### config.mk
export PLATFORM = sky130hd
export DESIGN_NAME = cla_mp_sched
export DESIGN_NICKNAME = d
export VERILOG_FILES = /design/src/rtl/cla_mp_pkg.sv /design/src/rtl/cla_mp_rr_arb.sv /design/src/rtl/cla_mp_sched.sv
export SDC_FILE = /design/constraint.sdc
export NUM_CORES = 1
export LEC_CHECK = 0
export BUFFER_PORTS_ARGS = -buffer_cell sky130_fd_sc_hd__buf_4
export CAP_MARGIN = 20
export CORE_ASPECT_RATIO = 0.7
export CORE_UTILIZATION = 50
export CTS_BUF_LIST = sky130_fd_sc_hd__clkbuf_16
export DETAILED_ROUTE_END_ITERATION = 16
export HOLD_SLACK_MARGIN = 0.08
export PLACE_DENSITY = 0.88
export SLEW_MARGIN = 10
export SYNTH_ARGS = -nofsm -noshare
export SYNTH_HDL_FRONTEND = slang
export SYNTH_SLANG_ARGS = --single-unit
### constraint.sdc
create_clock -name clk -period 3.25 [get_ports clk]
set_input_delay 0.325 -clock clk [delete_from_list [all_inputs] [get_ports clk]]
set_output_delay 0.325 -clock clk [all_outputs]
set_load 0.02 [all_outputs]
### src/rtl/cla_mp_pkg.sv
`default_nettype none
// ============================================================================
// Module   : cla_mp_pkg
// Desc     : Shared types, constants and round-robin pick for cla_mp_sched.
// Revision : 1.0
// ============================================================================
package cla_mp_pkg;

    localparam int WORD_W  = 16;
    localparam int MAX_REQ = 4;

    typedef enum logic [1:0] {
        IDLE = 2'd0,
        RUN  = 2'd1,
        DONE = 2'd2
    } state_t;

    // First set bit of valid searching upward from ptr+1 with wrap at n.
    // Scanning from the far end lets the nearest candidate win last.
    function automatic logic [1:0] rr_pick(input logic [MAX_REQ-1:0] valid,
                                           input logic [1:0]         ptr,
                                           input int unsigned        n);
        logic [1:0] pick;
        logic [1:0] idx;
        pick = ptr;
        for (int unsigned k = MAX_REQ; k >= 1; k--) begin
            if (k <= n) begin
                idx = 2'((32'(ptr) + k) % n);
                if (valid[idx]) begin
                    pick = idx;
                end
            end
        end
        return pick;
    endfunction

endpackage
`default_nettype wire

### src/rtl/cla_mp_rr_arb.sv
`default_nettype none
// ============================================================================
// Module   : cla_mp_rr_arb
// Desc     : Round-robin grant index over NREQ requesters, last-winner pointer.
// Revision : 1.0
// ============================================================================
module cla_mp_rr_arb
    import cla_mp_pkg::*;
#(
    parameter  int NREQ = 2,
    localparam int ID_W = $clog2(NREQ)
) (
    input  logic [NREQ-1:0] valid,
    input  logic [ID_W-1:0] ptr,
    output logic [ID_W-1:0] grant,
    output logic            grant_valid
);

    logic [MAX_REQ-1:0] w_valid_ext;
    logic [1:0]         w_ptr_ext;

    assign w_valid_ext = MAX_REQ'(valid);
    assign w_ptr_ext   = 2'(ptr);
    assign grant       = ID_W'(rr_pick(w_valid_ext, w_ptr_ext, NREQ));
    assign grant_valid = |valid;

endmodule
`default_nettype wire

### src/rtl/cla_mp_sched.sv
`default_nettype none
// ============================================================================
// Module   : cla_mp_sched
// Desc     : Shares one external 16-bit adder slice among NREQ requesters,
//            running each WORDS-word addition LSW first with chained carry.
// Options  : CLA_MP_SCHED_SUB_EN adds req_sub (A-B via ~B and carry-in 1).
// Revision : 1.0
// ============================================================================
module cla_mp_sched
    import cla_mp_pkg::*;
#(
    parameter  int WORDS = 4,
    parameter  int NREQ  = 2,
    localparam int ID_W  = $clog2(NREQ),
    localparam int OP_W  = WORD_W * WORDS
) (
    input  logic                 clk,
    input  logic                 rst,
    input  logic [NREQ-1:0]      req_valid,
    output logic [NREQ-1:0]      req_ready,
    input  logic [NREQ*OP_W-1:0] req_a,
    input  logic [NREQ*OP_W-1:0] req_b,
`ifdef CLA_MP_SCHED_SUB_EN
    input  logic [NREQ-1:0]      req_sub,
`endif
    output logic                 rsp_valid,
    input  logic                 rsp_ready,
    output logic [ID_W-1:0]      rsp_id,
    output logic [OP_W-1:0]      rsp_sum,
    output logic                 rsp_cout,
    output logic [WORD_W-1:0]    alu_a,
    output logic [WORD_W-1:0]    alu_b,
    output logic                 alu_cin,
    input  logic [WORD_W-1:0]    alu_sum,
    input  logic                 alu_cout
);

    localparam int IDX_W = (WORDS > 1) ? $clog2(WORDS) : 1;

    state_t              r_state;
    state_t              w_next;
    logic [ID_W-1:0]     r_rr_ptr;
    logic [ID_W-1:0]     r_id;
    logic [IDX_W-1:0]    r_idx;
    logic                r_carry;
    logic                r_sub;
    logic                r_cout;
    logic [OP_W-1:0]     r_op_a;
    logic [OP_W-1:0]     r_op_b;
    logic [OP_W-1:0]     r_sum;

    logic [ID_W-1:0]     w_grant;
    logic                w_grant_valid;
    logic                w_handshake;
    logic                w_last;
    logic                w_sel_sub;
    logic [OP_W-1:0]     w_sel_a;
    logic [OP_W-1:0]     w_sel_b;
    logic [WORD_W-1:0]   w_word_a;
    logic [WORD_W-1:0]   w_word_b;

    cla_mp_rr_arb #(
        .NREQ        (NREQ)
    ) u_arb (
        .valid       (req_valid),
        .ptr         (r_rr_ptr),
        .grant       (w_grant),
        .grant_valid (w_grant_valid)
    );

    assign w_handshake = (r_state == IDLE) && w_grant_valid;
    assign w_last      = (r_idx == IDX_W'(WORDS - 1));
    assign w_sel_a     = req_a[w_grant*OP_W +: OP_W];
    assign w_sel_b     = req_b[w_grant*OP_W +: OP_W];
    assign w_word_a    = r_op_a[r_idx*WORD_W +: WORD_W];
    assign w_word_b    = r_op_b[r_idx*WORD_W +: WORD_W];

`ifdef CLA_MP_SCHED_SUB_EN
    assign w_sel_sub = req_sub[w_grant];
`else
    assign w_sel_sub = 1'b0;
`endif

    always_ff @(posedge clk) begin
        if (rst) begin
            r_state <= IDLE;
        end else begin
            r_state <= w_next;
        end
    end

    // Slice inputs are held at zero outside RUN to keep the datapath quiet.
    always_comb begin
        w_next    = r_state;
        req_ready = '0;
        rsp_valid = 1'b0;
        alu_a     = '0;
        alu_b     = '0;
        alu_cin   = 1'b0;
        case (r_state)
            IDLE: begin
                if (w_grant_valid) begin
                    req_ready = NREQ'(1) << w_grant;
                    w_next    = RUN;
                end
            end
            RUN: begin
                alu_a   = w_word_a;
                alu_b   = r_sub ? ~w_word_b : w_word_b;
                alu_cin = r_carry;
                if (w_last) begin
                    w_next = DONE;
                end
            end
            DONE: begin
                rsp_valid = 1'b1;
                if (rsp_ready) begin
                    w_next = IDLE;
                end
            end
            default: begin
                w_next = IDLE;
            end
        endcase
    end

    // Subtract seeds the word-0 carry with 1 to complete the two's complement.
    always_ff @(posedge clk) begin
        if (rst) begin
            r_rr_ptr <= '0;
            r_id     <= '0;
            r_idx    <= '0;
            r_carry  <= 1'b0;
            r_sub    <= 1'b0;
            r_cout   <= 1'b0;
            r_op_a   <= '0;
            r_op_b   <= '0;
            r_sum    <= '0;
        end else if (w_handshake) begin
            r_op_a   <= w_sel_a;
            r_op_b   <= w_sel_b;
            r_sub    <= w_sel_sub;
            r_carry  <= w_sel_sub;
            r_id     <= w_grant;
            r_rr_ptr <= w_grant;
            r_idx    <= '0;
        end else if (r_state == RUN) begin
            r_sum[r_idx*WORD_W +: WORD_W] <= alu_sum;
            r_carry <= alu_cout;
            if (w_last) begin
                r_cout <= alu_cout;
                r_idx  <= '0;
            end else begin
                r_idx  <= r_idx + 1'b1;
            end
        end
    end

    assign rsp_id   = r_id;
    assign rsp_sum  = r_sum;
    assign rsp_cout = r_cout;

endmodule
`default_nettype wire

==> results.txt <==
----------------------------------------------------
[Drt]
  Via density per instance ... approximately 6.5
  Count of TritonRoute iterations in the first routing pass ... 5
  Detailed-route via count ... between 10000 and 15000
  Final Routed Wirelength ... 37.0 mm
  Drc violations ... 0
  Drt first-iter violations ... 1369
  Number of routed nets with antenna violations ... 0
  Mean routed wirelength per cell ... 22.8 um

[Synthesis]
  Top cells by area in the synthesized netlist ... sky130_fd_sc_hd__dfxtp_1 39%, sky130_fd_sc_hd__a311oi_2 12%, sky130_fd_sc_hd__mux4_2 7.1%, sky130_fd_sc_hd__a21oi_1 6.5%, sky130_fd_sc_hd__nand3_1 6.3%
  Fraction of the yosys area taken by sequential cells ... around two fifths
  Count of state elements after synthesis ... between 150 and 200
  Combined area of all synthesized cells ... between 0.01 and 0.015 mm^2
  Gate count of the mapped netlist ... 1067
  Total nets after synthesis ... 1351
  Syn Area/Cell ... 9.53 um^2
  Count of flip-flops with a built-in enable after synthesis ... 0
  Top-area cell type share of the netlist area ... 39.2%
  Top FF cell, synth ... sky130_fd_sc_hd__dfxtp_1
  Synth Warn # ... 0
  Post-synth cell types ... 34
  Post-synthesis cell type with the largest combined area ... sky130_fd_sc_hd__dfxtp_1
  Proportion of register bits with asynchronous set or reset after synthesis ... 0%

[Critical path]
  Setup CP Type ... flop to output port
  Setup slack on the worst flop-to-flop path ... 0.68 ns
  Capture instance of the worst register-to-register path ... rsp_sum[33]$_SDFFE_PP0P_
  Type of element capturing the critical path ... output port
  Largest stage delay, worst path ... between 0.6 and 0.7 ns
  Required time of the worst setup path ... roughly 3 ns
  Total number of cells along the worst setup path ... 4
  Origin of the worst setup path ... r_idx[1]$_SDFFE_PP0P_
  Slowest library cell on the worst path ... sky130_fd_sc_hd__dfxtp_2
  CP arrival ... between 2 and 2.5 ns
  Startpoint type of the worst setup path ... flop
  Largest fanout of any net on the critical path ... 19
  Crit path buf inv count ... 2
  End of the critical path ... alu_a[10]
  Largest delay contributor family on the critical path ... flip-flops
  Cell repeated most along the worst path ... sky130_fd_sc_hd__buf_4
  Worst r2r src ... r_idx[1]$_SDFFE_PP0P_
  Reg2Reg Depth ... 6
  Cells traversed along the worst timing path ... buf_4 > mux4_2 > and2_1 > buf_4

[Global routing]
  Overall Global Routing Usage ... approximately a third
  Number of antenna violations at the first check in global routing ... 2
  Largest net degree at the start of global routing ... 168
  Remaining Overflow, GRT ... 0
  Number of global-route vias before repair ... 9661
  Wire length of the first global-routing pass ... approximately 55 mm

[Clocking]
  Number of cells upsized or downsized after cts ... 0
  TritonCTS clock tree ... yes
  Buffers inserted during post-CTS setup optimization ... 0
  Latest clock arrival within the worst-skew pair ... 0.43 ns
  Number of buffers added by the clock tree synthesis step ... 17
  Number of sinks handled by clock tree synthesis ... 199
  Worst-path clk slew ... about 0.080 ns
  Maximum buffer depth of the clock tree ... 2
  H-tree lvl count ... 4
  CTS Hold Bufs ... 0
  Cell at the root of the clock tree ... sky130_fd_sc_hd__clkbuf_16

[STA]
  Relative max-transition margin ... 22.8%
  RSZ-0062 raised after global routing ... false
  Setup ws final ... 0.458 ns
  Setup clock skew after layout ... 0.00731 ns
  Final Cycle Share ... 85.9%
  Measured slew at the worst slew-check pin ... approximately 1.2 ns
  Number of endpoints with negative hold slack in the final report ... 0
  Final setup violation count ... 0
  Total negative slack for setup checks ... 0 ns
  Crit path time final ... 2.79 ns
  Fin Hold WS ... about 0.16 ns
  Top achievable clock speed ... approximately 360 MHz
  Number of max-slew violations in the final report ... 0

[Final layout]
  Number of fill cells ... 1501
  Post-Layout Inst Area ... around 0.014 mm^2
  Area overhead of the layout relative to synthesis ... 33.9%
  Fraction of final layout cells with drive strength greater than 1 ... 41.2%
  Commonest non-fill, non-tap cell in the layout ... sky130_fd_sc_hd__buf_4
  Count of antenna diodes in the layout ... 0
  Leading cell types in the layout, fill and taps excluded ... 391 x sky130_fd_sc_hd__buf_4, 197 x sky130_fd_sc_hd__dfxtp_1, 132 x sky130_fd_sc_hd__a21oi_1
  Total Nets Final ... 1624

[Run status]
  Status ... complete, no violations

[Floorplan]
  Placeable core area ... 0.0199 mm^2
  Floorplan die width ... between 150 and 200 um
  Die Y-Extent ... 121 um
  Die area ... 0.0209 mm^2
  I/O pin count ... 380
  Initial Utilization ... 51.2%
  Cell row count ... 43

[Worst hold path]
  HP Class ... primary input to flop
  Hold Path Stages ... 2

[Job]
  MaxCap Viol Count ... 0

[Power]
  VDD IR max ... 0.332 mV
  P per Cell Area ... 469 mW/mm^2
  Total leakage power ... 5.37 nW
  Overall power after layout ... 6.39 mW

[Placed design]
  HPWL reported at the end of detailed placement ... 24.9 mm
  Count of input and output buffers ... 379
  GPL Wtd Cong ... 0.892
  Worst setup slack after placement ... 0.685 ns
  Placement Cell Area ... roughly 0.013 mm^2

----------------------------------------------------
area by class of cell:
class                           count  area [um^2]  share of cell area, %
Tap cell                          270          338                   2.48
Sequential cell                   199         3990                   29.3
Multi-Input combinational cell    719         5550                   40.8
Timing Repair Buffer              401         3130                   23.0
Clock inverter                     15          181                   1.33
Inverter                            2         7.51                 0.0551
Clock buffer                       17          425                   3.12
state kept, by name (all words and copies together) (netlist names):
name,flops
r_op_a,64
r_op_b,64
rsp_sum,64
r_idx,2
r_state,2
r_carry,1
rsp_cout,1
rsp_id,1
per-layer routing:
metal | vias up | share of wire, % | GRT usage (%)
li1 | 4696 | - | -
met1 | 5056 | 40 | 47.0
met2 | 723 | 44 | 51.3
met3 | 107 | 12 | 9.43
met4 | 4 | 3.5 | 13.8
met5 | - | 0.070 | 0
cells by family (layout without fill, tap and decap cells):
group                      after synthesis  count (layout)  synth area share, %
AOI/OAI and AO/OA                      455             455                 34.5
buffers and inverters                  149             435                 6.74
muxes                                   35              35                 7.38
DFF                                    199             199                 39.2
adders and majority gates                6               6                0.738
and+or+nand+nor                        223             223                 11.5
stage by stage:
step	cells	util, %
finish	1623	68.6
global route	1623	68.6
CTS	1622	68.5
detailed placement	1590	65.5
global placement	1590	65.5
floorplan	1067	-
how the worst min path moves through the flow:
stage,slack (ns),endpoint,start
after floorplan,0.46,rsp_sum[22]$_SDFFE_PP0P_,alu_sum[6]
after global placement,0.45,rsp_cout$_SDFFE_PP0P_,rsp_cout$_SDFFE_PP0P_
after detailed placement,0.45,rsp_cout$_SDFFE_PP0P_,rsp_cout$_SDFFE_PP0P_
after CTS,0.13,rsp_sum[26]$_SDFFE_PP0P_,alu_sum[10]
after global routing,0.14,rsp_sum[41]$_SDFFE_PP0P_,alu_sum[9]
final,0.16,rsp_sum[23]$_SDFFE_PP0P_,alu_sum[7]
worst register-to-register path, stage by stage (launching register included):
cell and delay, ns:
sky130_fd_sc_hd__dfxtp_2 0.67, sky130_fd_sc_hd__inv_1 0.18, sky130_fd_sc_hd__ha_1 0.27, sky130_fd_sc_hd__nor4b_4 0.25
sky130_fd_sc_hd__buf_4 0.26, sky130_fd_sc_hd__and4_1 0.64, sky130_fd_sc_hd__a22o_1 0.25
power by group:
| part | leakage, nW | internal (mW) | switching (mW) |
|---|---|---|---|
| clock | 0.292 | 1.11 | 1.08 |
| sequential | 1.64 | 2.61 | 0.160 |
| combinational | 3.44 | 0.665 | 0.761 |
| total | 5.37 | 4.39 | 2.00 |
synth_stat cells (2+ instances only):
cell,number
sky130_fd_sc_hd__a311oi_2,80
sky130_fd_sc_hd__inv_1,2
sky130_fd_sc_hd__buf_2,20
sky130_fd_sc_hd__nand2_1,2
sky130_fd_sc_hd__a21oi_1,132
sky130_fd_sc_hd__and2_1,34
sky130_fd_sc_hd__a22o_1,32
sky130_fd_sc_hd__nand2b_1,3
sky130_fd_sc_hd__ha_1,6
sky130_fd_sc_hd__dfxtp_1,199
sky130_fd_sc_hd__nand3b_1,3
sky130_fd_sc_hd__mux4_2,32
sky130_fd_sc_hd__clkbuf_1,108
sky130_fd_sc_hd__a32oi_1,32
sky130_fd_sc_hd__o21ai_0,128
sky130_fd_sc_hd__mux2i_1,3
sky130_fd_sc_hd__and4_1,2
sky130_fd_sc_hd__buf_4,5
sky130_fd_sc_hd__a311oi_1,48
sky130_fd_sc_hd__nand3_1,129
sky130_fd_sc_hd__nor3_1,4
sky130_fd_sc_hd__nor2b_1,4
sky130_fd_sc_hd__buf_6,11
sky130_fd_sc_hd__nor2_1,36
sky130_fd_sc_hd__buf_1,3
(Power assumes the default switching activity.)
